===== src/rtl/uart_cmd_parser.sv =====
// rtl/uart_cmd_parser.sv - byte-stream command frame parser: SYNC, ID, LEN, payload, CKSUM
// Publishes good frames on o_cmd_*, flags checksum/length/timeout errors with a saturating count.
module uart_cmd_parser #(
  parameter logic [7:0] SYNC_BYTE    = 8'hA5,
  parameter int         MAX_LEN      = 8,
  parameter int         TIMEOUT_CLKS = 10000
) (
  input  logic        clk,
  input  logic        rst,
  input  logic        i_rx_valid,
  input  logic [7:0]  i_rx_data,
  output logic        o_cmd_valid,
  output logic [7:0]  o_cmd_id,
  output logic [3:0]  o_cmd_len,
  output logic [63:0] o_cmd_payload,
  output logic        o_cksum_err,
  output logic        o_len_err,
  output logic        o_timeout_err,
  output logic [7:0]  o_err_count,
  output logic        o_busy
);

  typedef enum logic [2:0] {IDLE, GET_ID, GET_LEN, GET_PAYLOAD, GET_CKSUM} state_t;

  localparam int GW = (TIMEOUT_CLKS > 2) ? $clog2(TIMEOUT_CLKS) : 1;

  state_t        state;
  logic [GW-1:0] gap_cnt;
  logic [7:0]    sh_id;
  logic [3:0]    sh_len;
  logic [63:0]   sh_payload;
  logic [2:0]    idx;
  logic [7:0]    sum;

  logic len_bad;
  logic ck_bad;
  logic gap_expired;
  logic any_err;

  // A strobe always wins over an expiring gap, so a byte on the last legal cycle is kept.
  assign gap_expired = (state != IDLE) && !i_rx_valid && (gap_cnt == GW'(TIMEOUT_CLKS - 1));
  assign len_bad     = i_rx_valid && (state == GET_LEN) && (i_rx_data > 8'(MAX_LEN));
  assign ck_bad      = i_rx_valid && (state == GET_CKSUM) && (i_rx_data != sum);
  assign any_err     = len_bad || ck_bad || gap_expired;
  assign o_busy      = (state != IDLE);

  always_ff @(posedge clk) begin
    if (rst) begin
      state         <= IDLE;
      gap_cnt       <= '0;
      sh_id         <= '0;
      sh_len        <= '0;
      sh_payload    <= '0;
      idx           <= '0;
      sum           <= '0;
      o_cmd_valid   <= 1'b0;
      o_cmd_id      <= '0;
      o_cmd_len     <= '0;
      o_cmd_payload <= '0;
      o_cksum_err   <= 1'b0;
      o_len_err     <= 1'b0;
      o_timeout_err <= 1'b0;
      o_err_count   <= '0;
    end else begin
      o_cmd_valid   <= 1'b0;
      o_cksum_err   <= ck_bad;
      o_len_err     <= len_bad;
      o_timeout_err <= gap_expired;
      if (any_err && (o_err_count != 8'hFF))
        o_err_count <= o_err_count + 8'd1;

      if ((state == IDLE) || i_rx_valid)
        gap_cnt <= '0;
      else
        gap_cnt <= gap_cnt + GW'(1);

      if (gap_expired) begin
        state <= IDLE;
      end else if (i_rx_valid) begin
        case (state)
          IDLE: begin
            if (i_rx_data == SYNC_BYTE) begin
              state      <= GET_ID;
              sh_payload <= '0;
              idx        <= '0;
            end
          end
          GET_ID: begin
            sh_id <= i_rx_data;
            sum   <= i_rx_data;
            state <= GET_LEN;
          end
          GET_LEN: begin
            sh_len <= i_rx_data[3:0];
            sum    <= sum + i_rx_data;
            if (len_bad)
              state <= IDLE;
            else if (i_rx_data == 8'd0)
              state <= GET_CKSUM;
            else
              state <= GET_PAYLOAD;
          end
          GET_PAYLOAD: begin
            sh_payload[{idx, 3'b000} +: 8] <= i_rx_data;
            sum <= sum + i_rx_data;
            idx <= idx + 3'd1;
            if ({1'b0, idx} == (sh_len - 4'd1))
              state <= GET_CKSUM;
          end
          GET_CKSUM: begin
            state <= IDLE;
            if (!ck_bad) begin
              o_cmd_valid   <= 1'b1;
              o_cmd_id      <= sh_id;
              o_cmd_len     <= sh_len;
              o_cmd_payload <= sh_payload;
            end
          end
          default: state <= IDLE;
        endcase
      end
    end
  end

endmodule


===== config.mk =====
export PLATFORM = sky130hd
export DESIGN_NAME = uart_cmd_parser
export DESIGN_NICKNAME = d
export VERILOG_FILES = /design/src/rtl/uart_cmd_parser.sv
export SDC_FILE = /design/constraint.sdc
export NUM_CORES = 1
export LEC_CHECK = 0
export BUFFER_PORTS_ARGS = -buffer_cell sky130_fd_sc_hd__buf_2
export CORE_MARGIN = 2
export CORE_UTILIZATION = 40
export CTS_CLUSTER_SIZE = 14
export DETAILED_ROUTE_END_ITERATION = 8
export PLACE_DENSITY = 0.55
export SLEW_MARGIN = 10
export SYNTH_ARGS = -nofsm -noshare
export SYNTH_HDL_FRONTEND = slang
export SYNTH_SLANG_ARGS = --single-unit
export TNS_END_PERCENT = 20

===== constraint.sdc =====
create_clock -name clk -period 5.05 [get_ports clk]
set_input_delay 0.2525 -clock clk [delete_from_list [all_inputs] [get_ports clk]]
set_output_delay 0.2525 -clock clk [all_outputs]
set_load 0.005 [all_outputs]

Word level (Yosys, flattened, before mapping)
Index checks and enable logic that the tools add are counted.
- flip-flop bits (word level): 192
- bits in latches: 0
- memory bits (writable): 0
- bits in read-only memories: 0
- bits of input ports: 11
- output and inout port bits: 89
- word-level logic and storage cells: 77
- memories kept: 0
- add/subtract/negate cells: 6
- multipliers: 0
- div/mod/pow operators: 0
- magnitude comparators: 1
- equality and inequality tests: 11
- shift operators: 2
- muxes and demuxes: 12
- bitwise gates (word level): 4
- reductions and logical operators: 26
- operators with widths (cell ; count):
    $pmux 64 s2 ; 1
    $bwmux 64 ; 1
    $mux 64 ; 1
    $shift 8x8->64 const A ; 1
    $shiftx 8x8->64 ; 1
    $pmux 8 s2 ; 1
    $mux 3 ; 5
    $add 14x1->14 const B ; 1
    $eq 14x14->1 const B ; 1
    $pmux 3 s4 ; 1
    $reduce_and 3->1 ; 4
    $add 8x1->8 const B ; 1
    $add 8x8->8 ; 1
    $eq 8x8->1 const B ; 1
    $gt 8x4->1 const B ; 1
    $logic_not 8->1 ; 1
    $ne 8x8->1 ; 1
    $ne 8x8->1 const B ; 1
    $neg 6->8 ; 1
    $reduce_and 4->1 ; 2
    $logic_and 1x1->1 ; 7
    $eq 3x2->1 const B ; 2
    $pmux 3 s2 ; 1
    $reduce_or 2->1 ; 3
    other kinds (15) ; 21

Depth between registers and ports, before layout
Gate-level depths: netlist of the first run.
- word-level depth: 6
- mapped depth: 10
- gate-level depth less buffers: 9

Least setup slack after synthesis of the first run
No wires, ideal clock.
- kind: reg-to-reg
- start point: register idx[0]
- end point: register sh_payload[22]
- setup time: 0.074 ns
- data arrival time: 2.271 ns
- required time: 4.976 ns
- setup slack: 2.704 ns
- stages on the path, launching flop included: 11
- buffers on the path: 3
- period minus slack after synthesis: 2.346 ns
- cells stage by stage: dfxtp_1 inv_1 ha_1 ha_1 clkbuf_1 nor4b_1 and3_2 buf_2 buf_2 nand3_1 o21ai_0
- word-level cells in the longest chain between the ends: 4
- elaborated cells on any way between the ends: 5
- those cells by class: add/sub (1); shift (2); mux (2)
- RTL lines (element ; RTL line ; RTL):
    start: declaration ; 32 ; logic [2:0] idx;
    start signal: assignment ; 106 ; idx <= idx + 3'd1;
    $neg 6->8 * ; 104 ; sh_payload[{idx, 3'b000} +: 8] <= i_rx_data;
    $shiftx 8x8->64 or $shift 8x8->64 (tied branches) ; 104 ;
    $bwmux 64 * ; 104 ;
    $pmux 64 s2 * ; 80 ; case (state)
    end signal: indexed assignment ; 104 ;
    end: declaration ; 31 ; logic [63:0] sh_payload;
Mark *: on every way between the ends. The rest lies on a longest branch, timed or not.
A chain may end at the register's enable or synchronous reset.

Final worst setup path of the first run
- start point: register sum[6]
- end point: register o_cmd_payload[59]
- word-level cells in the longest chain between the ends: 4
- RTL lines (element ; RTL line ; RTL):
    start: declaration ; 33 ; logic [7:0] sum;
    start signal: assignment ; 90 ; sum <= i_rx_data;
    start signal: assignment ; 95 ; sum <= sum + i_rx_data;
    start signal: assignment ; 105 ; sum <= sum + i_rx_data;
    $ne 8x8->1 ; 43 ; assign ck_bad = i_rx_valid && (state == GET_CKSUM) && (i_rx_data != sum);
    $logic_and 1x1->1 ; 43 ;
    $not 1->1 (no source line) ; n/a ;
    $reduce_and 4->1 (no source line) ; n/a ;
    end signal: assignment ; 116 ; o_cmd_payload <= sh_payload;
    end: declaration ; 15 ; output logic [63:0] o_cmd_payload,
Every way passes these cells.

==> metrics.md, run 1 <==
| Metric | Value |
|---|---|
| Placed cells | 1230 |
| CP endpoint kind | flip-flop |
| FMAX | 332 MHz |
| Crit path kind | reg2reg |
| Synth Area in Simple Gates | 0.245 |
| First-pass DRT Iterations | 4 |
| Synth warn | 0 |
| Largest net degree at the start of global routing | 78 |
| GR Overflow Total | 0 |
| Post-Synth Adder-Cell Area | 0.0252 |
| Startpoint types | flip-flop |
| Hold path start | i_rx_data[6] |
| Hold buffers post-CTS | 0 |
| Critical Path RT | 5.41 ns |
| Period minus WS final | 3.01 ns |
| Post-Syn Instances | 931 |
| Setup ws final | 2.04 ns |
| Fill cells | 1930 |
| Std-Cell Rows | 50 |
| Crit-path cells | ha_1, or4_1, o31ai_1, and3_2, buf_4, nand2_1, a21oi_1 |
| Worst-Margin Slew | 0.834 ns |
| H-tree depth | 4 |
| Leakage | 3.30 nW |
| Hold path cells | 3 |
| Port-buffer cells | 99 |
| P per Cell Area | 344 nW/µm² |
| Effective utilization at floorplan | 0.411 |
| TritonCTS buffer count | 17 |
| Slew Viols, Final | 0 |
| Worst hold endpoint | sh_id[6]$_SDFFE_PP0P_ |
| Clk_skew | 0.0100 ns |
| Clk slew on worst S/H paths | 0.07 ns |
| Synthesized cell area | 7730 µm² |
| Share of the yosys chip area belonging to registers | 0.497 |
| Slowest Stage Delay on Critical Path | 0.72 ns |
| Commonest cells post-synth | nand2_1, dfxtp_1, a21oi_1 |
| Distinct cells, synth | 65 |
| Vias in the first global route | 6038 |
| Die ar. | 20500 µm² |
| Worst Reg-to-Reg Cells | 7 |
| Type of the tightest min-delay check | in2reg |
| Status | finished, final reports clean |
| Post-route ant nets | 0 |
| Die Ht | 143 µm |
| Final hold vios | 0 |
| Via count | 6490 |
| Via density per instance | 5.15 |
| Clk Latency, worst-skew pair | 0.43 ns |
| CTS sink count | 192 |
| Core area | 18800 µm² |
| Net Count, Synth | 957 |
| Final setup viols | 0 |
| Post-Route WL | 19300 µm |
| Synth Area in Compound Gates | 0.149 |
| Rel. slew slack | 0.444 |
| EDFF count, synth | 0 |
| CTS tree | yes |
| Async SR Flop Fraction | 0 |
| Crit path DAT | 3.37 ns |
| Top delay family on crit path | simple AND/OR/NAND/NOR gates |
| Post-Route Setup TNS | 0 ns |
| Synthesized area per cell | 8.31 µm² |
| Die X-Extent | 143 µm |
| Top post-synthesis cells by area | dfxtp_1, nand2_1, a21oi_1, nand3_1, o21ai_0 |
| P&R area growth vs syn | 16.1% |
| VDD IR-drop max | 228 µV |
| Post-Layout Cell Count | 1261 |
| Global-route wire length before repair | 31100 µm |
| Initial antenna violation count | 0 |
| R2r setup slk | 2.04 ns |
| Post-CTS sizing | 0 |
| Initial DRC count | 389 |
| Most frequent cell after synthesis | nand2_1 |
| XOR/XNOR share of the synthesized area | 0.0312 |
| Wire per inst | 15.3 µm |
| Pre-CTS setup slack | 1.77 ns |
| Crit path buffers/inverters | 1 |
| Fraction of layout cells with a size suffix above 1 | 0.157 |
| Area fraction of the dominant cell type after synthesis | 0.497 |
| Top-level port count | 100 |
| GRT Resource Usage Total | 0.193 |
| CP max FO | 27 |
| Utilization after layout | 0.477 |
| Reg-to-Reg End | o_cmd_payload[59]$_SDFFE_PP0P_ |
| DRC viols | 0 |
| Detail Placement HPWL | 12700 µm |
| CP max-delay cell | and3_2 |
| Max-Cap Viols | 0 |
| Final worst-path cycle share | 0.596 |
| Nets | 1015 |
| Synth area leader | dfxtp_1 |
| Ys flop type | dfxtp_1 |
| Post-synthesis register bit count | 192 |
| Post-synthesis mux area share | 0.00388 |
| Bufs on Longest Clock Path | 2 |
| Total setup buffers inserted after CTS | 0 |
| RSZ-0062 raised after global routing | no |
| Largest family of logic cells by synthesized area | simple AND/OR/NAND/NOR gates |
| RD Place Congestion | 0.842 |
| Root Driver | clkbuf_16 |
| R2R Path Start | sum[6]$_SDFFE_PP0P_ |
| Antenna cells | 0 |
-- power by group --
part | internal (mW) | leakage [nW] | total [mW] | switching, mW
clock | 0.907 | 0.312 | 1.51 | 0.598
sequential | 1.51 | 1.55 | 1.51 | 0.000365
combinational | 0.0129 | 1.44 | 0.0661 | 0.0532
total | 2.43 | 3.30 | 3.09 | 0.652
-- cells by family (layout without fill, tap and decap cells) --
kind of cell               Yosys count  count (layout)
and+or+nand+nor                    412             412
DFF                                192             192
muxes                                3               3
adders and majority gates           15              15
xor gates and xnor gates            26              26
buffers and inverters               84             154
AOI/OAI and AO/OA                  199             199
-- per-layer routing --
metal	routed length, µm	GRT usage	share of wire
met4	184	0.0479	0.0095
met5	0	0	0
met3	785	0.0416	0.041
met2	9010	0.314	0.47
met1	9350	0.261	0.48
-- how the worst max path moves through the flow --
| stage | startpoint | slack [ns] | depth (start not counted) | to |
|---|---|---|---|---|
| global route | sum[1]$_SDFFE_PP0P_ | 1.74 | 7 | o_cmd_payload[10]$_SDFFE_PP0P_ |
| CTS | sum[6]$_SDFFE_PP0P_ | 2.04 | 7 | o_cmd_payload[59]$_SDFFE_PP0P_ |
| floorplan | idx[0]$_SDFFE_PP0P_ | 2.70 | 10 | sh_payload[22]$_SDFFE_PP0P_ |
| finish | sum[6]$_SDFFE_PP0P_ | 2.04 | 7 | o_cmd_payload[59]$_SDFFE_PP0P_ |
| global placement | i_rx_data[1] | 1.82 | 8 | o_cmd_len[3]$_SDFFE_PP0P_ |
| detailed placement | i_rx_data[1] | 1.77 | 8 | o_cmd_payload[59]$_SDFFE_PP0P_ |
-- layout make-up --
| class | count | area (µm²) | share of cell area |
|---|---|---|---|
| multi-input combinational | 655 | 3530 | 0.393 |
| clock inverter | 12 | 204 | 0.0227 |
| sequential | 192 | 3840 | 0.428 |
| inverter | 15 | 56.3 | 0.00627 |
| tap | 260 | 325 | 0.0362 |
| clock buffer | 19 | 453 | 0.0505 |
| timing repair buffer | 108 | 566 | 0.0630 |
-- stage by stage --
stage | area (µm²) | total power, mW | hold WS (ns)
2_1_floorplan | 7730 | 1.59 | 0.418
3_3_place_gp | 8320 | 1.62 | 0.434
6_report | 8980 | 3.09 | 0.207
4_1_cts | 8980 | 3.11 | 0.197
5_1_grt | 8980 | 3.19 | 0.210
3_5_place_dp | 8320 | 1.62 | 0.442
-- sequential cells by signal (all words and copies together), names as in the netlist --
name           count
o_cmd_payload     64
sh_payload        64
gap_cnt           14
o_cmd_id           8
o_err_count        8
sh_id              8
sum                8
o_cmd_len          4
sh_len             4
idx                3
state              3
o_cksum_err        1
o_cmd_valid        1
o_len_err          1
o_timeout_err      1
-- worst min-delay path: stages --
cell,delay [ns]
buf_2,0.20
nand2_1,0.09
a21oi_1,0.05
-- placed cells by master, fill, tap and decap left out, types with 4 or more instances in the layout --
cell,Yosys,routed
bufinv_16,0,5
nor4b_1,4,4
nand2_1,219,219
ha_1,14,14
inv_1,14,14
and2_1,4,4
buf_4,4,10
a32o_1,8,8
o21ai_0,43,43
o21ai_1,10,10
nand3_1,75,74
or3_1,7,7
xnor2_1,16,16
and3_1,6,5
nor4_1,4,4
dfxtp_1,192,192
buf_2,23,98
nand4_1,7,7
nor3_1,9,9
xor2_1,9,9
nor2b_1,4,4
a21oi_1,112,112
nor2_1,51,51
clkbuf_16,0,17
Note: power is estimated with default switching activity, not from simulation.
==> inputs of run 2 (changes only) <==
PLACE_DENSITY = 0.57   (was 0.55)
clock period = 2.4 ns   (was 5.05 ns; I/O delays follow)
==> metrics.md, run 2 (same netlist as run 1, synthesis figures left out) <==
| Metric | Value |
|---|---|
| Via density per instance | 5.06 (-1.6%) |
| Type of the tightest min-delay check | in2reg |
| Crit path from | i_rx_data[3] |
| Largest net degree at the start of global routing | 104 (+33%) |
| Post-Route WL | 19900 µm (+3.1%) |
| Detail Placement HPWL | 12700 µm (+0.36%) |
| Crit path buffers/inverters | 2 (+1) |
| Largest regs | o_cmd_payload x64, sh_payload x64, gap_cnt x14 |
| Die Ht | 143 µm (unchanged) |
| Clk slew on worst S/H paths | 0.07 ns (about the same) |
| Final worst-path cycle share | 0.953 |
| Post-route ant nets | 0 (unchanged) |
| Max-Cap Viols | 0 (unchanged) |
| RD Place Congestion | 0.826 (-2.0%) |
| FMAX | 437 MHz |
| Die ar. | 20500 µm² (unchanged) |
| R2R Path Start | sum[1]$_SDFFE_PP0P_ |
| GRT Resource Usage Total | 0.195 (+0.00199) |
| Die X-Extent | 143 µm (unchanged) |
| Final setup viols | 0 (unchanged) |
| Initial DRC count | 526 (+35%) |
| Utilization after layout | 0.498 (+0.0214) |
| Bufs on Longest Clock Path | 2 (unchanged) |
| Via count | 6594 (+1.6%) |
| Clk Latency, worst-skew pair | 0.44 ns (about the same) |
| TritonCTS buffer count | 17 (unchanged) |
| Port-buffer cells | 99 (unchanged) |
| Leakage | 3.50 nW (+6.0%) |
| RSZ-0062 raised after global routing | no |
| Startpoint types | input port |
| Reg-to-Reg End | o_cmd_payload[33]$_SDFFE_PP0P_ |
| Rel. slew slack | 0.525 (+0.0804) |
| Worst setup path endpoint | sh_payload[31]$_SDFFE_PP0P_ |
| Wire per inst | 15.3 µm (-0.16%) |
| Most frequent cells in the layout | nand2_1, dfxtp_1, a21oi_1 |
| R2r setup slk | 0.13 ns (-1.91 ns) |
| Initial antenna violation count | 0 (unchanged) |
| Levels on crit path | 8 (+1) |
| Clk_skew | 0.00781 ns (-0.00223 ns) |
| P per Cell Area | 646 nW/µm² (+88%) |
| Status | finished, final reports clean |
| Top delay family on crit path | simple AND/OR/NAND/NOR gates |
| P&R area growth vs syn | 21.3% |
| Effective utilization at floorplan | 0.411 (unchanged) |
| CP endpoint kind | flip-flop |
| Slew Viols, Final | 0 (unchanged) |
| Crit path DAT | 2.65 ns (-0.72 ns) |
| Worst-Margin Slew | 0.713 ns (-0.121 ns) |
| Global-route wire length before repair | 31500 µm (+1.3%) |
| Antenna cells | 0 (unchanged) |
| GR Overflow Total | 0 (unchanged) |
| Std-Cell Rows | 50 (unchanged) |
| Worst Reg-to-Reg Cells | 9 (+2) |
| Fraction of layout cells with a size suffix above 1 | 0.190 (+0.0332) |
| Post-Route Setup TNS | 0 ns (unchanged) |
| First-pass DRT Iterations | 5 (+1) |
| Crit path kind | in2reg |
| CTS sink count | 192 (unchanged) |
| VDD IR-drop max | 500 µV (+120%) |
| Root Driver | clkbuf_16 |
| DRC viols | 0 (unchanged) |
| H-tree depth | 4 (unchanged) |
| Top-level port count | 100 (unchanged) |
| CP max-delay cell | or4_4 |
| Commonest non-fill, non-tap cell in the layout | nand2_1 |
| Crit-path cells | dlygate4sd3_1, buf_2, or4_4, o41a_4, nor2_8, and3_1, nand3_1, a21oi_1 |
| Slowest Stage Delay on Critical Path | 0.57 ns (-0.15 ns) |
| Nets | 1055 (+3.9%) |
| Period minus WS final | 2.29 ns |
| Critical Path RT | 2.76 ns (-2.65 ns) |
| CP max FO | 8 (-70%) |
| Final hold vios | 0 (unchanged) |
| CTS tree | yes |
| Vias in the first global route | 6094 (+0.93%) |
| Core area | 18800 µm² (unchanged) |
-- run 2: area by class of cell --
cell class	count	area, µm²
fill	1889	9450
sequential	192	3840
multi-input combinational	655	3560
timing repair buffer	148	1040
clock buffer	21	450
tap	260	325
clock inverter	11	110
inverter	15	56.3
-- run 2: layer usage --
metal / track usage / wire (µm) / vias up
li1: - / - / 3376
met1: 0.267 / 9470 / 3061
met2: 0.312 / 9320 / 136
met3: 0.0433 / 946 / 21
met4: 0.0490 / 187 / 0
met5: 0 / 0 / -
-- run 2: per-stage QoR --
stage | cells | hold slack [ns] | cell area, µm² | setup WS, ns | power (mW)
2_1_floorplan | 931 | 0.362 | 7730 | 0.0543 | 3.35
3_3_place_gp | 1260 | 0.432 | 8620 | 0.113 | 3.42
3_5_place_dp | 1260 | 0.441 | 8620 | 0.0597 | 3.42
4_1_cts | 1293 | 0.0456 | 9190 | 0.0508 | 6.12
5_1_grt | 1302 | 0.0776 | 9380 | 0.00502 | 6.26
6_report | 1302 | 0.0564 | 9380 | 0.112 | 6.06
-- run 2: worst min-delay path by stage --
stage	from	slack (ns)	to	cells after the start
2_1_floorplan	i_rx_data[4]	0.36	sh_payload[20]$_SDFFE_PP0P_	3
3_3_place_gp	gap_cnt[0]$_SDFF_PP0_	0.43	gap_cnt[0]$_SDFF_PP0_	1
3_5_place_dp	sh_payload[43]$_SDFFE_PP0P_	0.44	sh_payload[43]$_SDFFE_PP0P_	2
4_1_cts	rst	0.05	idx[1]$_SDFFE_PP0P_	2
5_1_grt	rst	0.08	o_cmd_payload[41]$_SDFFE_PP0P_	2
6_report	rst	0.06	idx[1]$_SDFFE_PP0P_	2
-- run 2: where the power goes --
part           total, mW  switching [mW]  internal [mW]
clock               2.71            1.24           1.47
sequential          3.19        0.000788           3.18
combinational      0.163           0.121         0.0425
-- run 2: what timing repair did --
item,CTS,global route
setup buffers,0,3
setup endpoints to repair,0,80
resized for setup,0,6
hold buffers,1,0
endpoints found under the hold margin,1,0
